`config.mk`:
```
export PLATFORM = sky130hd
export DESIGN_NAME = ex_muldiv_unit
export DESIGN_NICKNAME = d
export VERILOG_FILES = /design/src/rtl/muldiv_pkg.sv /design/src/rtl/muldiv_iter_step.sv /design/src/rtl/ex_muldiv_unit.sv
export SDC_FILE = /design/constraint.sdc
export NUM_CORES = 2
export LEC_CHECK = 0
export BUFFER_PORTS_ARGS = -buffer_cell sky130_fd_sc_hd__clkbuf_2
export CORE_AREA = 2 2 240 301
export DETAILED_ROUTE_END_ITERATION = 10
export DIE_AREA = 0 0 242 303
export GPL_ROUTABILITY_DRIVEN = 0
export PLACE_DENSITY = 0.65
export SETUP_SLACK_MARGIN = 0.1
export SYNTH_ARGS = -nofsm -noshare
export SYNTH_HDL_FRONTEND = slang
export SYNTH_SLANG_ARGS = --single-unit
```
`constraint.sdc`:
```
create_clock -name clk -period 5.8 [get_ports clk]
set_clock_uncertainty 0.2 [all_clocks]
set_input_delay 0.58 -clock clk [delete_from_list [all_inputs] [get_ports clk]]
set_output_delay 0.58 -clock clk [all_outputs]
set_load 0.05 [all_outputs]
```
`src/rtl/muldiv_pkg.sv`:
```
// Shared types and helpers for the iterative RV64M multiply/divide unit.
package muldiv_pkg;

  // funct3 encoding of the M-extension operations
  typedef enum logic [2:0] {
    OP_MUL    = 3'd0,
    OP_MULH   = 3'd1,
    OP_MULHSU = 3'd2,
    OP_MULHU  = 3'd3,
    OP_DIV    = 3'd4,
    OP_DIVU   = 3'd5,
    OP_REM    = 3'd6,
    OP_REMU   = 3'd7
  } op_e;

  typedef enum logic [2:0] {
    ST_IDLE,
    ST_PREP,
    ST_ITER,
    ST_FIX,
    ST_DONE
  } state_e;

  // Cycles beyond DATA_W iteration steps: PREP, FIX and DONE
  localparam int MULDIV_LAT_EXTRA = 3;

  function automatic logic is_div(input op_e op);
    return op[2];
  endfunction

  // rs1 is treated as signed for MUL, MULH, MULHSU, DIV, REM
  function automatic logic a_is_signed(input op_e op);
    return (op == OP_MUL) || (op == OP_MULH) || (op == OP_MULHSU) ||
           (op == OP_DIV) || (op == OP_REM);
  endfunction

  // rs2 is treated as signed for MUL, MULH, DIV, REM
  function automatic logic b_is_signed(input op_e op);
    return (op == OP_MUL) || (op == OP_MULH) || (op == OP_DIV) || (op == OP_REM);
  endfunction

endpackage

```
`src/rtl/muldiv_iter_step.sv`:
```
// One combinational radix-2 step shared by multiply and divide.
// Accumulator layout is {hi, lo}, each DATA_W bits.
//   multiply: lo holds the remaining multiplier bits, hi the partial product;
//             add the multiplicand when lo[0] is set, then shift right.
//   divide:   hi holds the partial remainder, lo the dividend bits being
//             shifted out and quotient bits being shifted in.
module muldiv_iter_step #(
  parameter int DATA_W = 64
) (
  input  logic                  i_div,
  input  logic [2*DATA_W-1:0]   i_acc,
  input  logic [DATA_W-1:0]     i_op_b,
  output logic [2*DATA_W-1:0]   o_acc
);

  logic [DATA_W:0]   w_sum;
  logic [DATA_W+1:0] w_diff;
  logic              w_unused_msb;

  // The trial difference never exceeds the divisor when it succeeds, so its
  // bit DATA_W is always zero on the path that keeps it.
  assign w_unused_msb = w_diff[DATA_W];

  // Select between the shift-add and the trial-subtract step
  always_comb begin
    w_sum  = {1'b0, i_acc[2*DATA_W-1:DATA_W]} + (i_acc[0] ? {1'b0, i_op_b} : '0);
    w_diff = {1'b0, i_acc[2*DATA_W-1:DATA_W-1]} - {2'b00, i_op_b};
    o_acc  = {w_sum, i_acc[DATA_W-1:1]};
    if (i_div) begin
      if (!w_diff[DATA_W+1]) begin
        o_acc = {w_diff[DATA_W-1:0], i_acc[DATA_W-2:0], 1'b1};
      end else begin
        o_acc = {i_acc[2*DATA_W-2:0], 1'b0};
      end
    end
  end

endmodule

```
`src/rtl/ex_muldiv_unit.sv`:
```
// Iterative RV64M multiply/divide unit for the EX stage.
// Optional build macro MULDIV_FAST_SPECIAL_EN: divide-by-zero and signed
// overflow finish straight from PREP instead of running all iterations.
module ex_muldiv_unit
  import muldiv_pkg::*;
#(
  parameter int DATA_W = 64
) (
  input  logic              clk,
  input  logic              rst,
  input  logic              start,
  input  logic [2:0]        op,
  input  logic [DATA_W-1:0] operand_a,
  input  logic [DATA_W-1:0] operand_b,
  input  logic [4:0]        rd_in,
  input  logic              flush,
  output logic              busy,
  output logic              done,
  output logic [DATA_W-1:0] result,
  output logic [4:0]        rd_out
);

  localparam logic [5:0]        LAST_STEP = 6'(DATA_W - 1);
  localparam logic [DATA_W-1:0] MOST_NEG  = {1'b1, {(DATA_W-1){1'b0}}};

  state_e              r_state;
  op_e                 r_op;
  logic [DATA_W-1:0]   r_a;
  logic [DATA_W-1:0]   r_b;
  logic [DATA_W-1:0]   r_mag_b;
  logic [2*DATA_W-1:0] r_acc;
  logic [5:0]          r_cnt;
  logic [4:0]          r_rd;
  logic                r_neg_q;
  logic                r_neg_r;

  logic                w_a_neg;
  logic                w_b_neg;
  logic [DATA_W-1:0]   w_mag_a;
  logic [DATA_W-1:0]   w_mag_b;
  logic                w_div0;
  logic                w_ovf;
  logic                w_special;
  logic [DATA_W-1:0]   w_special_res;
  logic [2*DATA_W-1:0] w_step_acc;
  logic [2*DATA_W-1:0] w_prod;
  logic [DATA_W-1:0]   w_quot;
  logic [DATA_W-1:0]   w_rem;
  logic [DATA_W-1:0]   w_final;

  // Magnitudes and signs of the captured raw operands
  always_comb begin
    w_a_neg = a_is_signed(r_op) & r_a[DATA_W-1];
    w_b_neg = b_is_signed(r_op) & r_b[DATA_W-1];
    w_mag_a = w_a_neg ? -r_a : r_a;
    w_mag_b = w_b_neg ? -r_b : r_b;
  end

  // RISC-V mandated results for x/0 and MOST_NEG/-1, from the raw operands
  always_comb begin
    w_div0        = is_div(r_op) && (r_b == '0);
    w_ovf         = is_div(r_op) && b_is_signed(r_op) && (r_a == MOST_NEG) && (&r_b);
    w_special     = w_div0 | w_ovf;
    w_special_res = r_a;
    if (w_div0) begin
      w_special_res = r_op[1] ? r_a : '1;
    end else if (w_ovf) begin
      w_special_res = r_op[1] ? '0 : r_a;
    end
  end

  muldiv_iter_step #(.DATA_W(DATA_W)) u_step (
    .i_div  (is_div(r_op)),
    .i_acc  (r_acc),
    .i_op_b (r_mag_b),
    .o_acc  (w_step_acc)
  );

  // Sign correction, half selection and special-case override
  always_comb begin
    w_prod  = r_neg_q ? -r_acc : r_acc;
    w_quot  = r_neg_q ? -r_acc[DATA_W-1:0] : r_acc[DATA_W-1:0];
    w_rem   = r_neg_r ? -r_acc[2*DATA_W-1:DATA_W] : r_acc[2*DATA_W-1:DATA_W];
    w_final = w_prod[2*DATA_W-1:DATA_W];
    if (w_special) begin
      w_final = w_special_res;
    end else if (is_div(r_op)) begin
      w_final = r_op[1] ? w_rem : w_quot;
    end else if (r_op == OP_MUL) begin
      w_final = w_prod[DATA_W-1:0];
    end
  end

  // Control FSM with registered busy/done/result/rd_out
  always_ff @(posedge clk) begin
    if (rst) begin
      r_state <= ST_IDLE;
      r_op    <= OP_MUL;
      r_a     <= '0;
      r_b     <= '0;
      r_mag_b <= '0;
      r_acc   <= '0;
      r_cnt   <= '0;
      r_rd    <= '0;
      r_neg_q <= 1'b0;
      r_neg_r <= 1'b0;
      busy    <= 1'b0;
      done    <= 1'b0;
      result  <= '0;
      rd_out  <= '0;
    end else if (flush) begin
      r_state <= ST_IDLE;
      busy    <= 1'b0;
      done    <= 1'b0;
    end else begin
      case (r_state)
        ST_IDLE, ST_DONE: begin
          done <= 1'b0;
          if (start) begin
            r_state <= ST_PREP;
            busy    <= 1'b1;
            r_op    <= op_e'(op);
            r_a     <= operand_a;
            r_b     <= operand_b;
            r_rd    <= rd_in;
          end else begin
            r_state <= ST_IDLE;
          end
        end
        ST_PREP: begin
          // Both algorithms start from {0, |a|}
          r_acc   <= {{DATA_W{1'b0}}, w_mag_a};
          r_mag_b <= w_mag_b;
          r_neg_q <= w_a_neg ^ w_b_neg;
          r_neg_r <= w_a_neg;
          r_cnt   <= '0;
`ifdef MULDIV_FAST_SPECIAL_EN
          if (w_special) begin
            r_state <= ST_DONE;
            busy    <= 1'b0;
            done    <= 1'b1;
            result  <= w_final;
            rd_out  <= r_rd;
          end else begin
            r_state <= ST_ITER;
          end
`else
          r_state <= ST_ITER;
`endif
        end
        ST_ITER: begin
          r_acc <= w_step_acc;
          r_cnt <= r_cnt + 6'd1;
          if (r_cnt == LAST_STEP) begin
            r_state <= ST_FIX;
          end
        end
        ST_FIX: begin
          r_state <= ST_DONE;
          busy    <= 1'b0;
          done    <= 1'b1;
          result  <= w_final;
          rd_out  <= r_rd;
        end
        default: begin
          r_state <= ST_IDLE;
          busy    <= 1'b0;
          done    <= 1'b0;
        end
      endcase
    end
  end

endmodule

```
==> flow_summary.yaml <==
status:
  status: "finished with violations"
  violations: "negative hold slack"
yosys:
  synth-seq-cells: 410
  synth_edf_count: 0
  synth_top_cell_area_share_pct: 24.46
  yosysUniqueCellTypes: 89
  synthCells: 4758
  ys.flop_type: "dfxtp_1"
  synth_top_cell_by_area: "dfxtp_1"
  synth-async-reset-ratio_pct: 0
  synth_area_um2: 33560
  synthTopCellsByArea: "dfxtp_1 (24%), a21oi_1 (7.5%), nand2_1 (7.1%), nor2_1 (6.0%), xor2_1 (5.3%)"
  syn-mean-instance-area_um2: 7.053
  syn_nets: 5034
  yosysSeqAreaShare_pct: 24.46
  synth_warnings: 0
place:
  numPortBuffers: 210
  dp_hpwl_um: 100300
floorplanning:
  num_io_pins: 211
  start_util_pct: 47.69
  die_area_um2: 73330
  rows: 109
  core_um2: 70370
  dieHeight_um: 303
  die_w_um: 242
cts:
  clockBufferDepth: 3
  cts_made_buffers: 46
  h-tree-depth: 2
  clk_pin_slew_worst_paths_ns: 0.06
  cts_tree: "yes"
  cts_resized: 0
  cts-root-buf: "clkbuf_16"
  clk_latency_ns: 0.62
  post_cts_buffers: 0
  clock-sinks: 410
sta:
  report.final.slew_viol_count: 0
  grt_setup_unrepaired: "no"
  finalSetupTns_ns: 0
  tightestPinTransition_ns: 1.233
  relSlewSlack_pct: 17.33
  setup_violations: 0
  period_share_pct: 85.73
  fmax_mhz: 201.1
  fin_hold_ws_ns: -0.0002304
  hold_viol_final: 1
  post-route-min-period_ns: 4.973
finish:
  multiInputGateArea_um2: 23430
  final_common_cell: "nand2_1"
  finish.net_count: 5065
  final_cell_mix: "nand2_1 (632), nor2_1 (529), a21oi_1 (501)"
  drive_gt1_share_pct: 8.791
  seq_area_um2: 8220
  syn_to_final_growth_pct: 11.57
  postLayoutCoreUtil_pct: 53.20
  fillCellCount: 7076
worst_hold_path:
  hp-class: "in -> reg"
  min-delay-start: "operand_b[40]"
detailed_routing:
  drc: 0
  drt_first_pass_iters: 7
  ant_nets: 0
  vias_per_cell: 6.311
  wl_per_cell_um: 23.27
  finalWirelength_um: 134200
  vias: 36400
  drt-initial-drc-count: 4118
global_route:
  antenna_found_initial: 3
  grtUsageMet1_pct: 40.86
  grt_max_degree: 165
  grt.busiest_layer: "met2"
  grt.overflow.total: 0
  grt_util_met2_pct: 58.73
  grt_pass1_vias: 34480
  use_met3_pct: 5.334
  groute.usage.overall_pct: 35.38
  grt_pass1_wl_um: 203200
setup_path:
  end_kind: "flop"
  cp_max_fo: 31
  crit_arrival_ns: 5.31
  start_kind: "flop"
  r2r_start: "r_acc[0]"
  startpoint: "r_acc[0]"
  crit_required_ns: 6.14
  crit_path_max_incr_delay_ns: 0.92
  cp_slowest_cell: "a2111oi_0"
  critical_path.cell_chain: "inv_2 -> buf_4 -> ha_1 -> and2_1 -> nand2_1 -> nor3_1 -> nand2_1 -> o31ai_1 -> xor2_1 -> a2111oi_0 -> a211oi_1 -> nor3_1"
  critPathKind: "reg -> reg"
pwr:
  p_per_area_nw_per_um2: 213.3
  power.leakage_nw: 14.79
  vdd_drop_max_v: 0.0002287
flow_run:
  cap_viol_max_count: 0
-- Yosys cell counts, types with 110 or more instances --
cell,instances
nand2_1,633
nor2_1,532
a21oi_1,502
dfxtp_1,410
clkbuf_1,338
o21ai_0,316
xor2_1,203
xnor2_1,194
a211oi_1,164
ha_1,134
inv_1,130
mux2i_1,110
-- stage by stage --
stage               total power [mW]  hold WS [ns]  worst slack [ns]  instances  cell area (um^2)
CTS                            7.965      0.001077            0.9990       5765             37430
detailed placement             4.728        0.2445             1.021       5598             34960
floorplan                      4.164        0.2319             1.770       4758             33560
global route                   8.262      0.008613            0.6758       5767             37440
global placement               4.722        0.2388             1.099       5598             34960
finish                         7.987    -0.0002304            0.8274       5767             37440
-- power breakdown --
part           internal, mW  total (mW)  leakage [nW]  switching [mW]
combinational         0.608        1.75          10.7            1.15
sequential             2.89        3.02          3.32           0.133
clock                  1.90        3.21         0.771            1.31
total                  5.40        7.99          14.8            2.59
-- metal layers --
| metal | vias to the layer above | wire, um |
|---|---|---|
| met1 | 16860 | 50110 |
| met5 | - | 13 |
| met2 | 1935 | 60960 |
| met3 | 544 | 10620 |
| li1 | 17050 | - |
| met4 | 2 | 12510 |
-- final timing paths --
check | end | slack, ns | cells past startpoint
worst min-delay path | r_b[40] | -0.0002 | 3
worst max register to register | result[44] | 0.83 | 12
worst min register to register | rd_out[1] | 0.25 | 2
worst max-delay path | result[44] | 0.83 | 12
-- kinds of logic (layout without fill, tap and decap cells) --
logic type	after synthesis	in the layout	share of synthesized area, %
AOI/OAI and AO/OA	1477	1477	27.53
xor gates and xnor gates	397	397	10.36
DFF	410	410	24.46
buffers and inverters	518	583	5.917
adders and majority gates	136	136	5.116
other	0	1	0
muxes	120	120	3.617
and+or+nand+nor	1700	1700	23.00
-- sequential cells by signal, summed over array words and instances, names as in the netlist, 3 cells and up --
name and cells:
r_cnt 6, r_rd 5, result 64, r_mag_b 64
rd_out 5, r_b 64, r_acc 128, r_a 64
r_state 3, r_op 3
-- worst max-delay path, delay by kind of cell (launching register included) --
family | cells | cell delay [ns]
AO/OA/AOI/OAI | 3 | 1.37
XOR/XNOR | 1 | 0.20
adder cells (fa/ha/maj) | 1 | 0.29
buffers and inverters | 2 | 0.62
flip-flops | 1 | 0.41
AND/OR/NAND/NOR | 5 | 1.83
-- cell type report --
class,instances,area share (%)
Multi-Input combinational cell,3830,62.58
Antenna cell,1,0.006684
Sequential cell,410,21.96
Tap cell,943,3.151
Clock buffer,65,3.425
Clock inverter,17,0.8789
Timing Repair Buffer,370,6.684
Inverter,131,1.313
-- timing repair --
action	CTS	global route
endpoints found under the setup margin	0	0
hold buffers	85	1
hold endpoints to repair	85	1
Power figures use the tool's default switching activity.
